File: config.mk
export PLATFORM = sky130hd
export DESIGN_NAME = board_game_ctrl
export DESIGN_NICKNAME = d
export VERILOG_FILES = /design/src/rtl/board_pkg.sv /design/src/rtl/board_perm_check.sv /design/src/rtl/board_game_ctrl.sv
export SDC_FILE = /design/constraint.sdc
export NUM_CORES = 1
export LEC_CHECK = 0
export CORE_ASPECT_RATIO = 0.5
export CORE_MARGIN = 4
export CORE_UTILIZATION = 51
export DETAILED_ROUTE_END_ITERATION = 6
export PLACE_DENSITY = 0.9
export SYNTH_ARGS = -nofsm -noshare
export SYNTH_HDL_FRONTEND = slang
export SYNTH_HIERARCHICAL = 1
export SYNTH_SLANG_ARGS = --single-unit
File: constraint.sdc
create_clock -name clk_d -period 3.75 [get_ports clk_d]
set_clock_uncertainty 0.05 [all_clocks]
set_input_delay 0.75 -clock clk_d [delete_from_list [all_inputs] [get_ports clk_d]]
set_output_delay 0.75 -clock clk_d [all_outputs]
set_load 0.01 [all_outputs]
File: src/rtl/board_pkg.sv
// Shared definitions for the board game: state encodings (also used by the
// board generator), board geometry, the solved board and slot helpers.
package board_pkg;

  localparam int FIELD_W = 3;
  localparam int SLOTS   = 4;
  localparam int BOARD_W = FIELD_W * SLOTS;

  localparam logic [BOARD_W-1:0] SOLVED = 12'b000_001_010_011;

  typedef enum logic [1:0] {
    ST_CHOSE_BOARD  = 2'b00,
    ST_GAME_INITIAL = 2'b10,
    ST_GAMING       = 2'b01,
    ST_WINNED       = 2'b11
  } game_state_e;

  // Slot 0 occupies the most significant field.
  function automatic logic [FIELD_W-1:0] get_slot(input logic [BOARD_W-1:0] b,
                                                  input logic [1:0] idx);
    logic [FIELD_W-1:0] f;
    case (idx)
      2'd0:    f = b[11:9];
      2'd1:    f = b[8:6];
      2'd2:    f = b[5:3];
      default: f = b[2:0];
    endcase
    return f;
  endfunction

  function automatic logic [BOARD_W-1:0] set_slot(input logic [BOARD_W-1:0] b,
                                                  input logic [1:0] idx,
                                                  input logic [FIELD_W-1:0] v);
    logic [BOARD_W-1:0] r;
    r = b;
    case (idx)
      2'd0:    r[11:9] = v;
      2'd1:    r[8:6]  = v;
      2'd2:    r[5:3]  = v;
      default: r[2:0]  = v;
    endcase
    return r;
  endfunction

  // The 2-bit neighbour index wraps, so slot 3 pairs with slot 0.
  function automatic logic [BOARD_W-1:0] swap_slots(input logic [BOARD_W-1:0] b,
                                                    input logic [1:0] idx);
    logic [1:0] nxt;
    nxt = idx + 2'd1;
    return set_slot(set_slot(b, idx, get_slot(b, nxt)), nxt, get_slot(b, idx));
  endfunction

endpackage

File: src/rtl/board_perm_check.sv
// Combinational check that a 12-bit board is a permutation of {0,1,2,3}.
module board_perm_check
  import board_pkg::*;
(
  input  logic [BOARD_W-1:0] i_board,
  output logic               o_valid
);

  logic [SLOTS-1:0]   w_seen;
  logic [FIELD_W-1:0] w_field;

  // With four fields, all below 4 and none repeated, every value appears once.
  always_comb begin
    w_seen  = '0;
    w_field = '0;
    o_valid = 1'b1;
    for (int i = 0; i < SLOTS; i++) begin
      w_field = get_slot(i_board, 2'(i));
      if (w_field[2]) begin
        o_valid = 1'b0;
      end else if (w_seen[w_field[1:0]]) begin
        o_valid = 1'b0;
      end else begin
        w_seen[w_field[1:0]] = 1'b1;
      end
    end
  end

endmodule

File: src/rtl/board_game_ctrl.sv
// Game-state owner and move engine. Single-level swap undo is built only when
// BOARD_UNDO_EN is defined; ports are identical in both builds.
module board_game_ctrl
  import board_pkg::*;
#(
  parameter int MOVE_W = 8
) (
  input  logic               clk_d,
  input  logic               rst,
  input  logic [BOARD_W-1:0] board_in,
  input  logic               btn_confirm,
  input  logic               btn_left,
  input  logic               btn_right,
  input  logic               btn_swap,
  input  logic               btn_undo,
  input  logic               btn_restart,
  output logic [1:0]         game_status,
  output logic [BOARD_W-1:0] board_out,
  output logic [1:0]         cursor,
  output logic [MOVE_W-1:0]  move_cnt,
  output logic               bad_board
);

  localparam logic [MOVE_W-1:0] CNT_ONE = MOVE_W'(1);
  localparam logic [MOVE_W-1:0] CNT_MAX = '1;

  game_state_e        r_state;
  logic [BOARD_W-1:0] r_board;
  logic [1:0]         r_cursor;
  logic [MOVE_W-1:0]  r_cnt;
  logic               r_bad;
  logic               w_perm_ok;

`ifdef BOARD_UNDO_EN
  logic               r_undo_valid;
  logic [1:0]         r_undo_cur;
  logic               r_undo_dec;
`else
  logic               w_undo_unused;
  assign w_undo_unused = btn_undo;
`endif

  board_perm_check u_perm_check (
    .i_board (board_in),
    .o_valid (w_perm_ok)
  );

  always_ff @(posedge clk_d) begin
    if (!rst) begin
      r_state  <= ST_CHOSE_BOARD;
      r_board  <= SOLVED;
      r_cursor <= 2'd0;
      r_cnt    <= '0;
      r_bad    <= 1'b0;
`ifdef BOARD_UNDO_EN
      r_undo_valid <= 1'b0;
      r_undo_cur   <= 2'd0;
      r_undo_dec   <= 1'b0;
`endif
    end else begin
      r_bad <= 1'b0;
      if (btn_restart) begin
        // Board is deliberately kept so the generator can show it again.
        r_state  <= ST_CHOSE_BOARD;
        r_cursor <= 2'd0;
        r_cnt    <= '0;
`ifdef BOARD_UNDO_EN
        r_undo_valid <= 1'b0;
`endif
      end else begin
        case (r_state)
          ST_CHOSE_BOARD: begin
            if (btn_confirm) begin
              if (w_perm_ok) begin
                r_board <= board_in;
                r_state <= ST_GAME_INITIAL;
              end else begin
                r_bad <= 1'b1;
              end
            end
          end
          ST_GAME_INITIAL: begin
            r_cursor <= 2'd0;
            r_cnt    <= '0;
            r_state  <= (r_board == SOLVED) ? ST_WINNED : ST_GAMING;
          end
          ST_GAMING: begin
            // Win is judged on the registered board; this cycle's buttons still act.
            if (r_board == SOLVED) begin
              r_state <= ST_WINNED;
            end
            if (btn_swap) begin
              r_board <= swap_slots(r_board, r_cursor);
              if (r_cnt != CNT_MAX) begin
                r_cnt <= r_cnt + CNT_ONE;
              end
`ifdef BOARD_UNDO_EN
              r_undo_valid <= 1'b1;
              r_undo_cur   <= r_cursor;
              r_undo_dec   <= (r_cnt != CNT_MAX);
`endif
            end
`ifdef BOARD_UNDO_EN
            else if (btn_undo && r_undo_valid) begin
              r_board      <= swap_slots(r_board, r_undo_cur);
              r_undo_valid <= 1'b0;
              if (r_undo_dec && (r_cnt != '0)) begin
                r_cnt <= r_cnt - CNT_ONE;
              end
            end
`endif
            else if (btn_left != btn_right) begin
              r_cursor <= btn_left ? (r_cursor - 2'd1) : (r_cursor + 2'd1);
            end
          end
          default: begin
            // WINNED: everything frozen until restart.
          end
        endcase
      end
    end
  end

  assign game_status = r_state;
  assign board_out   = r_board;
  assign cursor      = r_cursor;
  assign move_cnt    = r_cnt;
  assign bad_board   = r_bad;

endmodule

[Yosys cells after proc, flatten, opt, wreduce, memory -nomap -nowiden]
Cells that the tools add are included.
Word-level totals
  register bits after elaboration: 25
  input bits: 20
  output and inout bits: 25
Operators by class
  $add $sub $neg: 3
  order comparisons: 7
  eq/ne operators: 20
  multiplexer cells: 55
  bitwise logic cells: 6
  reductions and logical operators: 20
Operators with widths (count)
  two-way mux 12 bit: 3
  two-way mux 3 bit: 8
  two-way mux 4 bit: 6
  case mux 12 bit (2 select lines): 1
  AND reduction 6 bit: 4
  case mux 3 bit (3 select lines): 2
  two-way mux 1 bit: 16
  two-way mux 8 bit: 2
  case mux 8 bit (2 select lines): 1
  two-way mux 2 bit: 7
  == test 12 x 7 -> 1 bit, second input constant: 1
  less-than comparator 2 x 3 -> 1 bit, second input constant: 4
  != test 2 bit, second input constant: 6
  != test 3 x 1 -> 1 bit, second input constant: 3
  adder 8 x 1 -> 8 bit, second input constant: 1
  binary-select mux 1 bit (select 2 bit): 4
  != test 8 bit, second input constant: 1
  OR 4 bit: 2
  demux 1 bit (select 2 bit): 3
  == test 2 x 1 -> 1 bit, second input constant: 3
  == test 2 bit, second input constant: 3
  >= comparator 2 x 1 -> 1 bit, second input constant: 3
  zero test 2 bit: 3
  case mux 2 bit (3 select lines): 1
  15 further kinds: 23

[Logic depth before layout (Yosys ltp)]
Gate-level depths: netlist of the first run.
  word-level depth: 21
  depth in mapped cells: 9

[By module]
Netlist of the first run, hierarchy kept.
Modules (own cells, without submodules)
  board_game_ctrl: times used 1, cells an instance 212, area each 1773.0 µm², sequential area each 500.5 µm²
  board_perm_check: times used 1, cells an instance 36, area each 249.0 µm², sequential area each 0.0 µm²

[Worst setup path after synthesis of the first run]
OpenSTA, ideal clock, no wires.
  kind: input to register
  start: in board_in[6]
  end: reg r_board[0] (netlist: board_out[0])
  arrival: 2869 ps
  data required time: 3565 ps
  slack: 696 ps
  stages on the path: 9
  buffers on the path: 0
  path through: and3b_1 -> o32ai_1 -> o41a_1 -> a21oi_1 -> nor4_2 -> a21boi_2 -> or4_4 -> a221oi_1 -> o41ai_1
Between the ends
  cells in the longest elaborated chain, start to end: 17
RTL lines
  start: declaration: line board_game_ctrl.sv:10  | input logic [BOARD_W-1:0] board_in,
  less-than comparator 2 x 3 -> 1 bit (not written as such) or >= comparator 2 x 1 -> 1 bit (tied branches): line board_perm_check.sv:24  | w_seen[w_field[1:0]] = 1'b1;
  logical AND 1 bit (not written as such): line board_perm_check.sv:24
  two-way mux 1 bit (not written as such): line board_perm_check.sv:24
  demux 1 bit (select 2 bit)
  OR 4 bit (no source line)
  two-way mux 4 bit: line board_perm_check.sv:21  | end else if (w_seen[w_field[1:0]]) begin
  two-way mux 4 bit: line board_perm_check.sv:19  | if (w_field[2]) begin
  binary-select mux 1 bit (select 2 bit): line board_perm_check.sv:21
  [2 not listed]
  two-way mux 4 bit: line board_perm_check.sv:19
  binary-select mux 1 bit (select 2 bit): line board_perm_check.sv:21
  two-way mux 1 bit (not written as such): line board_perm_check.sv:21
  two-way mux 1 bit (*): line board_perm_check.sv:21
  two-way mux 1 bit (*): line board_perm_check.sv:19
  via w_perm_ok: line board_game_ctrl.sv:32  | logic w_perm_ok;
  != test 2 x 1 -> 1 bit (no source line) (*)
  AND reduction 6 bit (no source line) (*)
  end signal: assignment: line board_game_ctrl.sv:75  | r_board <= board_in;
  end signal: assignment: line board_game_ctrl.sv:93  | r_board <= swap_slots(r_board, r_cursor);
  end: declaration: line board_game_ctrl.sv:28  | logic [BOARD_W-1:0] r_board;
The timed path passes the listed nets; every way through them passes the cells marked *. The select of a mux whose other input is x is not followed.
A chain may end at the register's enable or synchronous reset.

[Final worst setup path of the first run]
  start: in board_in[9]
  end: reg r_board[0] (netlist: board_out[0])
Between the ends
  cells in the longest elaborated chain, start to end: 20
RTL lines (line)
  less-than comparator 2 x 3 -> 1 bit (not written as such) or >= comparator 2 x 1 -> 1 bit (tied branches): board_perm_check.sv:24
  logical AND 1 bit (not written as such): board_perm_check.sv:24
  two-way mux 1 bit (not written as such): board_perm_check.sv:24
  demux 1 bit (select 2 bit)
  two-way mux 4 bit: board_perm_check.sv:21
  two-way mux 4 bit: board_perm_check.sv:19
  binary-select mux 1 bit (select 2 bit): board_perm_check.sv:21
  two-way mux 1 bit (not written as such): board_perm_check.sv:21
  [5 not listed]
  two-way mux 4 bit: board_perm_check.sv:19
  binary-select mux 1 bit (select 2 bit): board_perm_check.sv:21
  two-way mux 1 bit (not written as such): board_perm_check.sv:21
  two-way mux 1 bit (*): board_perm_check.sv:21
  two-way mux 1 bit (*): board_perm_check.sv:19
  via w_perm_ok: board_game_ctrl.sv:32
  != test 2 x 1 -> 1 bit (no source line) (*)
  AND reduction 6 bit (no source line) (*)
Marked as above.

==> reports/metrics.cfg, run 1 <==
[sta]
fin_crit_sh = 0.923
period_needed_ns = 3.46
fin_setup_tns_ns = 0
worst_pin_slew_ns = 0.741
whs_ns = 0.468
slew_headroom = 0.506
finalSetupViolCount = 0
drv_slew = 0
clock.fmax_mhz = 289
setup_ws_ns = 0.290
hold_violations = 0
rsz0062_at_grt = no

[synth]
async_reset_ff_frac = 0
postSynthCellCount = 248
synth-seq-area-share = 0.248
synth_ff_type = dfxtp_1
synth_edf_count = 0
synth_fp_nets = 281
ys_ff_latch = 25
synth_cell_types = 53
syn_avg_cell_area_um2 = 8.15
synth-compound-area-share = 0.251
synth_warnings = 6
synth_mux_area_frac = 0.0316
syn_area_mm2 = 0.00202
synthXorXnorAreaFrac = 0.0347
synth_top_family_by_area = simple AND/OR/NAND/NOR gates
synth_simple_gate_area_frac = 0.321
synthAdderAreaFrac = 0.0804

[finish]
n_antenna_cell = 0
final_common_cell = clkdlybuf4s50_1
drive_above_1_share = 0.0769
final_cell_mix = clkdlybuf4s50_1 (43), dfxtp_1 (25), nand2_1 (19)
syn_to_final_growth_pct = 29.5
final_cell_area_mm2 = 0.00262
stdcell_count = 350
fillCellCount = 292
seq_area_um2 = 500
nets = 333
multiInputGateArea_mm2 = 0.00145
final_util = 0.723

[critical_path]
critPathMaxStageDelay_ns = 0.53
start_kind = input port
crit_fanout = 5
required_ns = 3.85
end_kind = flip-flop
cp.depth = 11
crit_arrival_ns = 3.56
cp.buffers_inverters = 2
path_cells = clkdlybuf4s50_1, and3b_2, o32ai_1, o41a_1, a21oi_1, nor4_2, buf_4, a21boi_2, or4_4, a221oi_1, o41ai_1
crit_type = in -> reg
r2r_cells = 6
path_delay_family = simple AND/OR/NAND/NOR gates
slowest_stage = or4_4

[cts]
cts_made_buffers = 3
cts_hold_buf = 0
clk_pin_slew_ns = 0.09
tritoncts = built
root_buffer = clkbuf_8
clockBufferDepth = 2
insertion_delay_ns = 0.27
clock_sinks = 25
cts.htree.levels = 1
postCtsSetupBuffers = 0
cts_resized = 0

[routing]
viasPerCell = 6.43
firstDrtPassIters = 6
ant_nets = 0
first_iter_violations = 220
route.detailed.drc = 0
wirelength_um = 6040
dr_total_vias = 2249
wl_per_cell_um = 17.3

[pwr]
p_leak_nw = 0.970
power_density_mw_per_mm2 = 198
p_total_mw = 0.518
ir_drop_v = 0.000163

[worst_hold_path]
hold_depth = 2
hold_path.class = reg -> reg

[floorplanning]
die_x_um = 97.0
core_mm2 = 0.00362
io-pin-count = 45
floorplan.initialDensity = 0.558
dieArea_mm2 = 0.00510
rows = 15
die_h_um = 52.5

[grt]
overflow = 0
grt_pass1_wl_um = 9830
grt_pass1_vias = 2048
grt_antenna_before_repair = 0
grt_start_max_net_pins = 24
grtUsageTotal = 0.240

[placement]
dpl_cell_area_mm2 = 0.00257
place_inst = 346
dp_hpwl_um = 4610
portBuffers = 43
pre_cts_ws_ns = 0.0209
place.gp.congestion = 0.948

[status]
status = finished clean

[job]
maxCapViolCount = 0

## worst reg2reg max path: stages, from the launching register on
cell and delay [ns]:
dfxtp_1 0.36, inv_1 0.08, ha_1 0.64, mux2i_2 0.26, or4_4 0.56, a221oi_1 0.31
o41ai_1 0.13
## final timing paths
path / slack (ns) / startpoint / to
max: 0.29 / board_in[9] / board_out[0]
min: 0.47 / move_cnt[4] / move_cnt[4]
max reg2reg: 1.24 / game_status[1] / board_out[0]
min reg2reg: 0.47 / move_cnt[4] / move_cnt[4]
## sequential cells by signal, indices dropped and copies added, names as in the netlist
register,flops
bad_board,1
cursor,2
game_status,2
move_cnt,8
board_out,12
## per-layer routing
metal,part of all wire,GRT usage
met3,0.095,0.0624
met5,0,0
met2,0.45,0.393
met4,0.011,0.0559
met1,0.45,0.321
## power by group
group	switching, mW	internal, mW	total (mW)
registers	0.00161	0.267	0.268
clock network	0.0910	0.0746	0.166
logic	0.0419	0.0421	0.0840
total	0.135	0.383	0.518
## synthesized netlist by cell type (all sizes together), types with 4 or more instances
master / instances / share of area
nand2b: 13 / 0.040
o21ai: 11 / 0.027
nand3: 10 / 0.025
nand2: 19 / 0.035
a31oi: 12 / 0.037
nor3b: 8 / 0.030
or4: 6 / 0.024
a221oi: 5 / 0.025
nor4b: 4 / 0.017
mux2i: 6 / 0.032
inv: 11 / 0.020
dfxtp: 25 / 0.25
nor2b: 7 / 0.022
nor3: 7 / 0.017
o211ai: 5 / 0.019
a21oi: 10 / 0.025
nor2: 14 / 0.026
a222oi: 4 / 0.020
xor2: 5 / 0.022
ha: 13 / 0.080
nor4: 4 / 0.019
clkbuf: 6 / 0.011
## area by class of cell
type / count / share of cell area
Multi-Input combinational cell: 205 / 0.555
Timing Repair Buffer: 54 / 0.196
Sequential cell: 25 / 0.191
Tap cell: 51 / 0.0244
Clock buffer: 3 / 0.0158
Inverter: 11 / 0.0158
Clock inverter: 1 / 0.00191
## logic make-up after synthesis
logic type / after synthesis
xor gates and xnor gates: 8
DFF: 25
buffers and inverters: 18
adders and majority gates: 13
muxes: 6
and+or+nand+nor: 110
AOI/OAI and AO/OA: 68
Power figures use the tool's default switching activity.
==> run 2, diff against run 1 <==
Settings changed: CORE_UTILIZATION 51 to 52, CTS_BUF_LIST set to sky130_fd_sc_hd__clkbuf_2 sky130_fd_sc_hd__clkbuf_4 sky130_fd_sc_hd__clkbuf_8, PLACE_DENSITY 0.9 to 0.91.
==> run 2 against run 1 <==
Net effect:
- setup slack got worse by 0.13 ns
- die area down 1.7%
- flip-flop and latch count stayed put
- design area about the same
- first-iteration DRC count rose by 20%
- power is 0.86% higher
- count of clock-buffer cells in the layout unchanged
- critical path depth unchanged
- clock power increased by 3%
- global-route usage increased by 1.2 points
- final cell count stayed put
- highest routed layer is now met3
==> reports/metrics.cfg, run 2 (same netlist as run 1, synthesis figures left out) <==
[sta]
hold_violations = 0  ; unchanged
fin_setup_tns_ns = 0  ; unchanged
setup_ws_ns = 0.163  ; -0.127 ns
finalSetupViolCount = 0  ; unchanged
worst_pin_slew_ns = 0.747  ; +0.00525 ns
slew_headroom = 0.502  ; -0.00350
whs_ns = 0.474  ; +0.00574 ns
rsz0062_at_grt = no
drv_slew = 0  ; unchanged
fin_crit_sh = 0.957  ; +0.0339
period_needed_ns = 3.59  ; +0.127 ns
clock.fmax_mhz = 279  ; -3.5%

[pwr]
p_sw_mw = 0.138  ; +2.6%
p_leak_nw = 0.966  ; -0.39%
p_seq_frac = 0.514  ; -0.004
ir_drop_v = 0.000171  ; +5.2%
pwr-share-clk = 0.327  ; +0.007
power_density_mw_per_mm2 = 199  ; +0.77%
p_sw_frac = 0.264  ; +0.00437
power.internal_mw = 0.384  ; +0.27%
combPwrFrac = 0.159  ; -0.003

[placement]
dp_hpwl_um = 4660  ; +1.2%
portBuffers = 43  ; unchanged
pre_cts_ws_ns = -0.0687  ; -0.0896 ns
place.gp.congestion = 0.967  ; +2.1%
dpl_cell_area_mm2 = 0.00257  ; unchanged

[finish]
nets = 333  ; unchanged
largest_register_ff_count = 12  ; unchanged
final_cell_mix = clkdlybuf4s50_1 (43), dfxtp_1 (25), nand2_1 (19)
multiInputGateArea_mm2 = 0.00145  ; unchanged
seq_area_um2 = 500  ; unchanged
drive_above_1_share = 0.0769  ; unchanged
fillCellCount = 290  ; -0.68%
final_common_cell = clkdlybuf4s50_1
final_cell_area_mm2 = 0.00262  ; about the same
n_antenna_cell = 0  ; unchanged
final_util = 0.731  ; +0.00827
syn_to_final_growth_pct = 29.6  ; about the same

[floorplanning]
rows = 15  ; unchanged
floorplan.initialDensity = 0.564  ; +0.00585
core_mm2 = 0.00358  ; -1.0%
die_h_um = 52.1  ; -0.82%
dieArea_mm2 = 0.00501  ; -1.7%
die_x_um = 96.2  ; -0.89%
io-pin-count = 45  ; unchanged

[routing]
route.detailed.drc = 0  ; unchanged
wirelength_um = 6070  ; +0.46%
firstDrtPassIters = 5  ; -1
wl_per_cell_um = 17.3  ; +0.46%
viasPerCell = 6.43  ; unchanged
ant_nets = 0  ; unchanged
dr_total_vias = 2249  ; unchanged
first_iter_violations = 265  ; +20%

[critical_path]
path_delay_family = simple AND/OR/NAND/NOR gates
cp.buffers_inverters = 2  ; unchanged
start_kind = input port
required_ns = 3.85  ; about the same
path_cells = clkdlybuf4s50_1, and3b_1, o32ai_1, o41a_1, a21oi_1, nor4_2, buf_4, a21boi_2, or4_4, a221oi_1, o41ai_1
crit_type = in -> reg
end_kind = flip-flop
crit_fanout = 6  ; +1
critPathMaxStageDelay_ns = 0.54  ; about the same
rrSetupSlack_ns = 1.22  ; -0.02 ns
slowest_stage = or4_4
crit_arrival_ns = 3.68  ; +0.12 ns

[cts]
clk_pin_slew_ns = 0.10  ; about the same
postCtsSetupBuffers = 0  ; unchanged
cts_hold_buf = 0  ; unchanged
clockBufferDepth = 2  ; unchanged
insertion_delay_ns = 0.28  ; about the same
clock_sinks = 25  ; unchanged
cts_resized = 0  ; unchanged
cts.htree.levels = 1  ; unchanged
cts_made_buffers = 3  ; unchanged
tritoncts = built
root_buffer = clkbuf_8

[grt]
overflow = 0  ; unchanged
grtUsageTotal = 0.252  ; +0.0122
grt_antenna_before_repair = 0  ; unchanged
grt_pass1_wl_um = 9890  ; +0.63%
grt_pass1_vias = 1999  ; -2.4%
grt_start_max_net_pins = 24  ; unchanged

[status]
status = finished clean

[job]
maxCapViolCount = 0  ; unchanged

[worst_hold_path]
hold_path.class = reg -> reg

## run 2: changes by cell type in the layout (fill, tap and decap cells not counted)
| cell | delta |
|---|---|
| clkinv_2 | -1 |
| clkinvlp_4 | +1 |
## run 2: area by class of cell
class	count	area share
Multi-Input combinational cell	205	0.554
Timing Repair Buffer	54	0.196
Sequential cell	25	0.191
Tap cell	51	0.0244
Clock buffer	3	0.0158
Inverter	11	0.0158
Clock inverter	1	0.00287
## run 2: path summary, 6_finish.rpt
kind | from | to | cells after the start
worst min-delay path | move_cnt[7] | move_cnt[7] | 2
worst max register to register | game_status[1] | board_out[1] | 6
worst min register to register | move_cnt[7] | move_cnt[7] | 2
worst max-delay path | board_in[6] | board_out[1] | 11
## run 2: power groups by stage
stage	sequential (mW)	clock, mW	combinational [mW]
after floorplan	0.275	0	0.0336
after global placement	0.274	0	0.0796
after global routing	0.269	0.186	0.0899
final	0.268	0.171	0.0833
after detailed placement	0.275	0	0.0817
after CTS	0.268	0.173	0.0823
## run 2: metrics by stage
step	instances	power, mW
3_3_place_gp	346	0.354
2_1_floorplan	248	0.308
5_1_grt	350	0.545
3_5_place_dp	346	0.356
6_report	350	0.522
4_1_cts	350	0.524
## run 2: per-layer routing
metal | track usage | vias to the layer above | part of all wire
met1 | 0.344 | 1076 | 0.43
met5 | 0 | - | 0
met3 | 0.0607 | 0 | 0.10
met4 | 0.0307 | 0 | 0
met2 | 0.416 | 112 | 0.46
li1 | - | 1061 | -
## run 2: tightest hold or removal path: stages (launching register included)
cell and delay, ns:
dfxtp_1 0.35, o31ai_1 0.07, a21oi_1 0.06
==> variant 1 (settings of run 2) <==
`SLOTS`: 4 -> 8.
--- a/src/rtl/board_pkg.sv
+++ b/src/rtl/board_pkg.sv
@@ -3,7 +3,7 @@
 package board_pkg;
 
   localparam int FIELD_W = 3;
-  localparam int SLOTS   = 4;
+  localparam int SLOTS   = 8;
   localparam int BOARD_W = FIELD_W * SLOTS;
 
   localparam logic [BOARD_W-1:0] SOLVED = 12'b000_001_010_011;
Ports: changed (resized board_in and board_out); port bits go from 45 to 69. No check against the original RTL was run, so the function may have changed too.
==> variant 1 against run 2 <==
Sequential cell count increased by 12; area after synthesis increased by 10%; global-route usage shrank 0.59 points; non-clock buffer count is 17 higher; worst setup slack improved by 1.1 ns; final area rose by 15%; critical path depth decreased by 7; routed wire length is 7.5% higher.
Power is not compared: it rests on default switching activity, and its combinational part moved more than twofold at a synthesized area within 25%.
==> variant 1: results (changes against run 2) <==
[status]
status=completed

[critical_path]
critical-path-max-stage-delay_ns=0.68  ; +0.14 ns
r2r_setup_slack_ns=1.24  ; +0.02 ns
crit_arrival_ns=2.64  ; -1.04 ns
rr_startpoint=game_status[0]
path_class=reg -> reg
cpMaxStageDelayCell=or4_1
critPathCapture=board_out[8]

[worst_hold_path]
min_from=move_cnt[5]
hold_end=move_cnt[5]

[logic_synthesis]
synth_cell_types=52  ; -1.9%
synth_nets=311  ; +11%
netlist_top_cells_area=dfxtp_1 33%, nor2_1 6.2%, ha_1 5.6%, nor3b_1 5.1%, a21oi_1 4.7%
synth_area_per_cell_um2=8.29  ; +1.7%
yosys-top-cells-count=37 x dfxtp_1, 37 x nor2_1, 21 x a21oi_1

[layout]
fillers=304  ; +4.8%
drive_above_1_share_pct=5.44  ; -2.3 points
fin_util_pct=74.8  ; +1.7 points
nets=373  ; +12%
largest_reg_flops=24  ; +12

[clock_network]
cts-buffers-inserted=5  ; +2
clk_pin_slew_ns=0.07  ; -0.03 ns
htree_levels=2  ; +1

[global_route]
met2_usage_pct=46.0  ; +4.4 points
grt_pass1_vias=2249  ; +13%
grt_max_degree=25  ; +4.2%
use_met3_pct=5.73  ; -0.34 points
grt_pass1_wl_um=10500  ; +6.0%

[timing]
holdWs_ns=0.467  ; -0.00665 ns
relSlewSlack_pct=38.7  ; -12 points
period_share_pct=66.9  ; -29 points

[detailed_routing]
viasPerCell=6.15  ; -4.3%
m1WireLength_um=2750  ; +4.3%
routed_wl_um=6520  ; +7.5%
drt_iter0_markers=214  ; -19%
highest_layer=met4
wl_met3_um=459  ; -27%
wl_met2_um=3220  ; +15%

[placed_design]
gp_congestion=0.925  ; -4.3%
dp_hpwl_um=4860  ; +4.3%
dpl.cell_count=378  ; +9.2%

-- variant 1: changes by cell type after synthesis, moves of 6 or more --
cell	before	now
nand3_1	10	4
a21oi_1	10	21
a211oi_1	0	10
nor2_1	14	37
nand2b_1	13	2
dfxtp_1	25	37
nor3b_1	8	15
a31oi_1	12	0
-- variant 1: logic make-up after synthesis --
| group | Yosys count | synth area share (%) |
|---|---|---|
| xor gates and xnor gates | 2 | 0.786 |
| buffers and inverters | 29 | 5.72 |
| DFF | 37 | 33.2 |
| muxes | 7 | 3.25 |
| other | 1 | 0.168 |
| AOI/OAI and AO/OA | 75 | 25.2 |
| and+or+nand+nor | 108 | 26.0 |
| adders and majority gates | 10 | 5.61 |
-- variant 1: cell type report --
| class | instances | share of cell area (%) |
|---|---|---|
| sequential | 37 | 24.6 |
| multi-input combinational | 203 | 45.2 |
| clock buffer | 7 | 2.99 |
| tap | 54 | 2.25 |
| timing repair buffer | 71 | 23.3 |
| inverter | 13 | 1.62 |
==> variant 2 (flow settings as in run 2) <==
Without the edit above. Register the output `board_out` once more, without a reset; this adds one clock of latency there. The other outputs are not delayed to match.
--- a/src/rtl/board_game_ctrl.sv
+++ b/src/rtl/board_game_ctrl.sv
@@ -122,7 +122,9 @@
   end
 
   assign game_status = r_state;
-  assign board_out   = r_board;
+  always_ff @(posedge clk_d) begin
+    board_out <= r_board;
+  end
   assign cursor      = r_cursor;
   assign move_cnt    = r_cnt;
   assign bad_board   = r_bad;
Formal check against the unedited RTL: not equivalent (a bounded check fails within 4 cycles, from zero or initial values and one cycle with rst low).
==> variant 2 against run 2 <==
Total power is 54% higher; via count increased by 10%; area after synthesis is 14% higher; highest routed layer is now met4; routed wire length is 16% higher; worst setup slack gained 0.10 ns; sequential cell count up 12; final area rose by 12%; first-iteration DRC count fell by 1.5%; global-route usage is 1.0 points higher; final cell count is 6.0% higher.
==> variant 2: results (changes against run 2) <==
[detailed_routing]
viasPerCell=6.67  ; +3.8%
wl_met2_um=3110  ; +11%
wl_met3_um=815  ; +29%
m1WireLength_um=2890  ; +9.8%
routed_wl_um=7040  ; +16%
routed-via-count=2475  ; +10%
drt_iter0_markers=261  ; -1.5%

[critical_path]
critical-path-max-stage-delay_ns=0.64  ; +0.10 ns
cp_max_fo=8  ; +2
path_delay_family=compound AO/OA/AOI/OAI gates
cpMaxStageDelayCell=clkdlybuf4s50_1

[clock_network]
numClockSinks=37  ; +48%
cts-buffers-inserted=5  ; +2
clock_latency_ns=0.30  ; +0.02 ns
clk_pin_slew_ns=0.08  ; -0.02 ns
htree_levels=2  ; +1

[layout]
drive_above_1_share_pct=9.46  ; +1.8 points
fillers=326  ; +12%
final-clk-cell-share_pct=3.45  ; +1.6 points
multi_input_area_um2=1470  ; +1.3%
multi_input_cells=204  ; -0.49%
nets=349  ; +4.8%
seqCellArea_um2=741  ; +48%
multi_input_area_share_pct=50.1  ; -5.3 points
inverters=17  ; +6
signal_buffers=51  ; -5.6%
buffer_area_share_pct=16.7  ; -2.9 points
clkbuf_count=7  ; +4
fin_util_pct=71.9  ; -1.2 points

[placed_design]
dpl.cell_count=363  ; +4.9%
post_dp_cell_area_um2=2830  ; +10%
pre_cts_slack_ns=0.0755  ; +0.144 ns
dp_hpwl_um=5220  ; +12%

[logic_synthesis]
synth_nets=297  ; +5.7%
synth_area_per_cell_um2=8.73  ; +7.1%
seq_area_frac_synth_pct=32.1  ; +7.4 points
yosys-top-cells-count=37 x dfxtp_1, 18 x a21oi_1, 16 x nor2_1
netlist_top_cells_area=dfxtp_1 32%, ha_1 7.1%, a21oi_1 3.9%, nor2_1 2.6%, inv_1 2.4%

[power]
combPwrFrac_pct=10.8  ; -5.1 points
comb_power_uw=86.9  ; +4.3%
pg_clk_uw=321  ; +88%
p_leak_nw=1.11  ; +14%

[global_route]
grt_max_degree=26  ; +8.3%
grt_usage_pct=26.3  ; +1.0 points
grt_pass1_vias=2356  ; +18%
use_met3_pct=6.01  ; -0.062 points
grt_use_met1_pct=33.0  ; -1.4 points
grt_pass1_wl_um=11200  ; +14%

[timing]
relSlewSlack_pct=36.6  ; -14 points

[status]
status=completed

-- variant 2: changes by cell type after synthesis, moves of 5 or more --
cell      change
dfxtp_1      +12
a31oi_1       -9
clkbuf_1      -5
a211oi_1      +7
o211ai_1      -5
nand2b_1      -7
a22oi_1       +5
nor3b_1       -5
nand2_1       -5
a21oi_1       +8
-- variant 2: cells by family (layout without fill, tap and decap cells) --
kind of cell	Yosys count	count (layout)	synth area share, %
DFF	37	37	32.1
and+or+nand+nor	92	92	23.1
muxes	4	4	1.74
xor gates and xnor gates	8	8	3.04
AOI/OAI and AO/OA	87	87	28.9
buffers and inverters	23	76	4.02
adders and majority gates	13	13	7.06
-- variant 2: worst paths after layout --
kind / start / endpoint / slack [ns] / cells past startpoint
setup / recovery: board_in[11] / r_board[1] / 0.26 / 10
hold / removal: r_board[6] / board_out[6] / 0.36 / 0
setup reg to reg: game_status[1] / r_board[9] / 1.10 / 6
hold reg to reg: r_board[6] / board_out[6] / 0.36 / 0
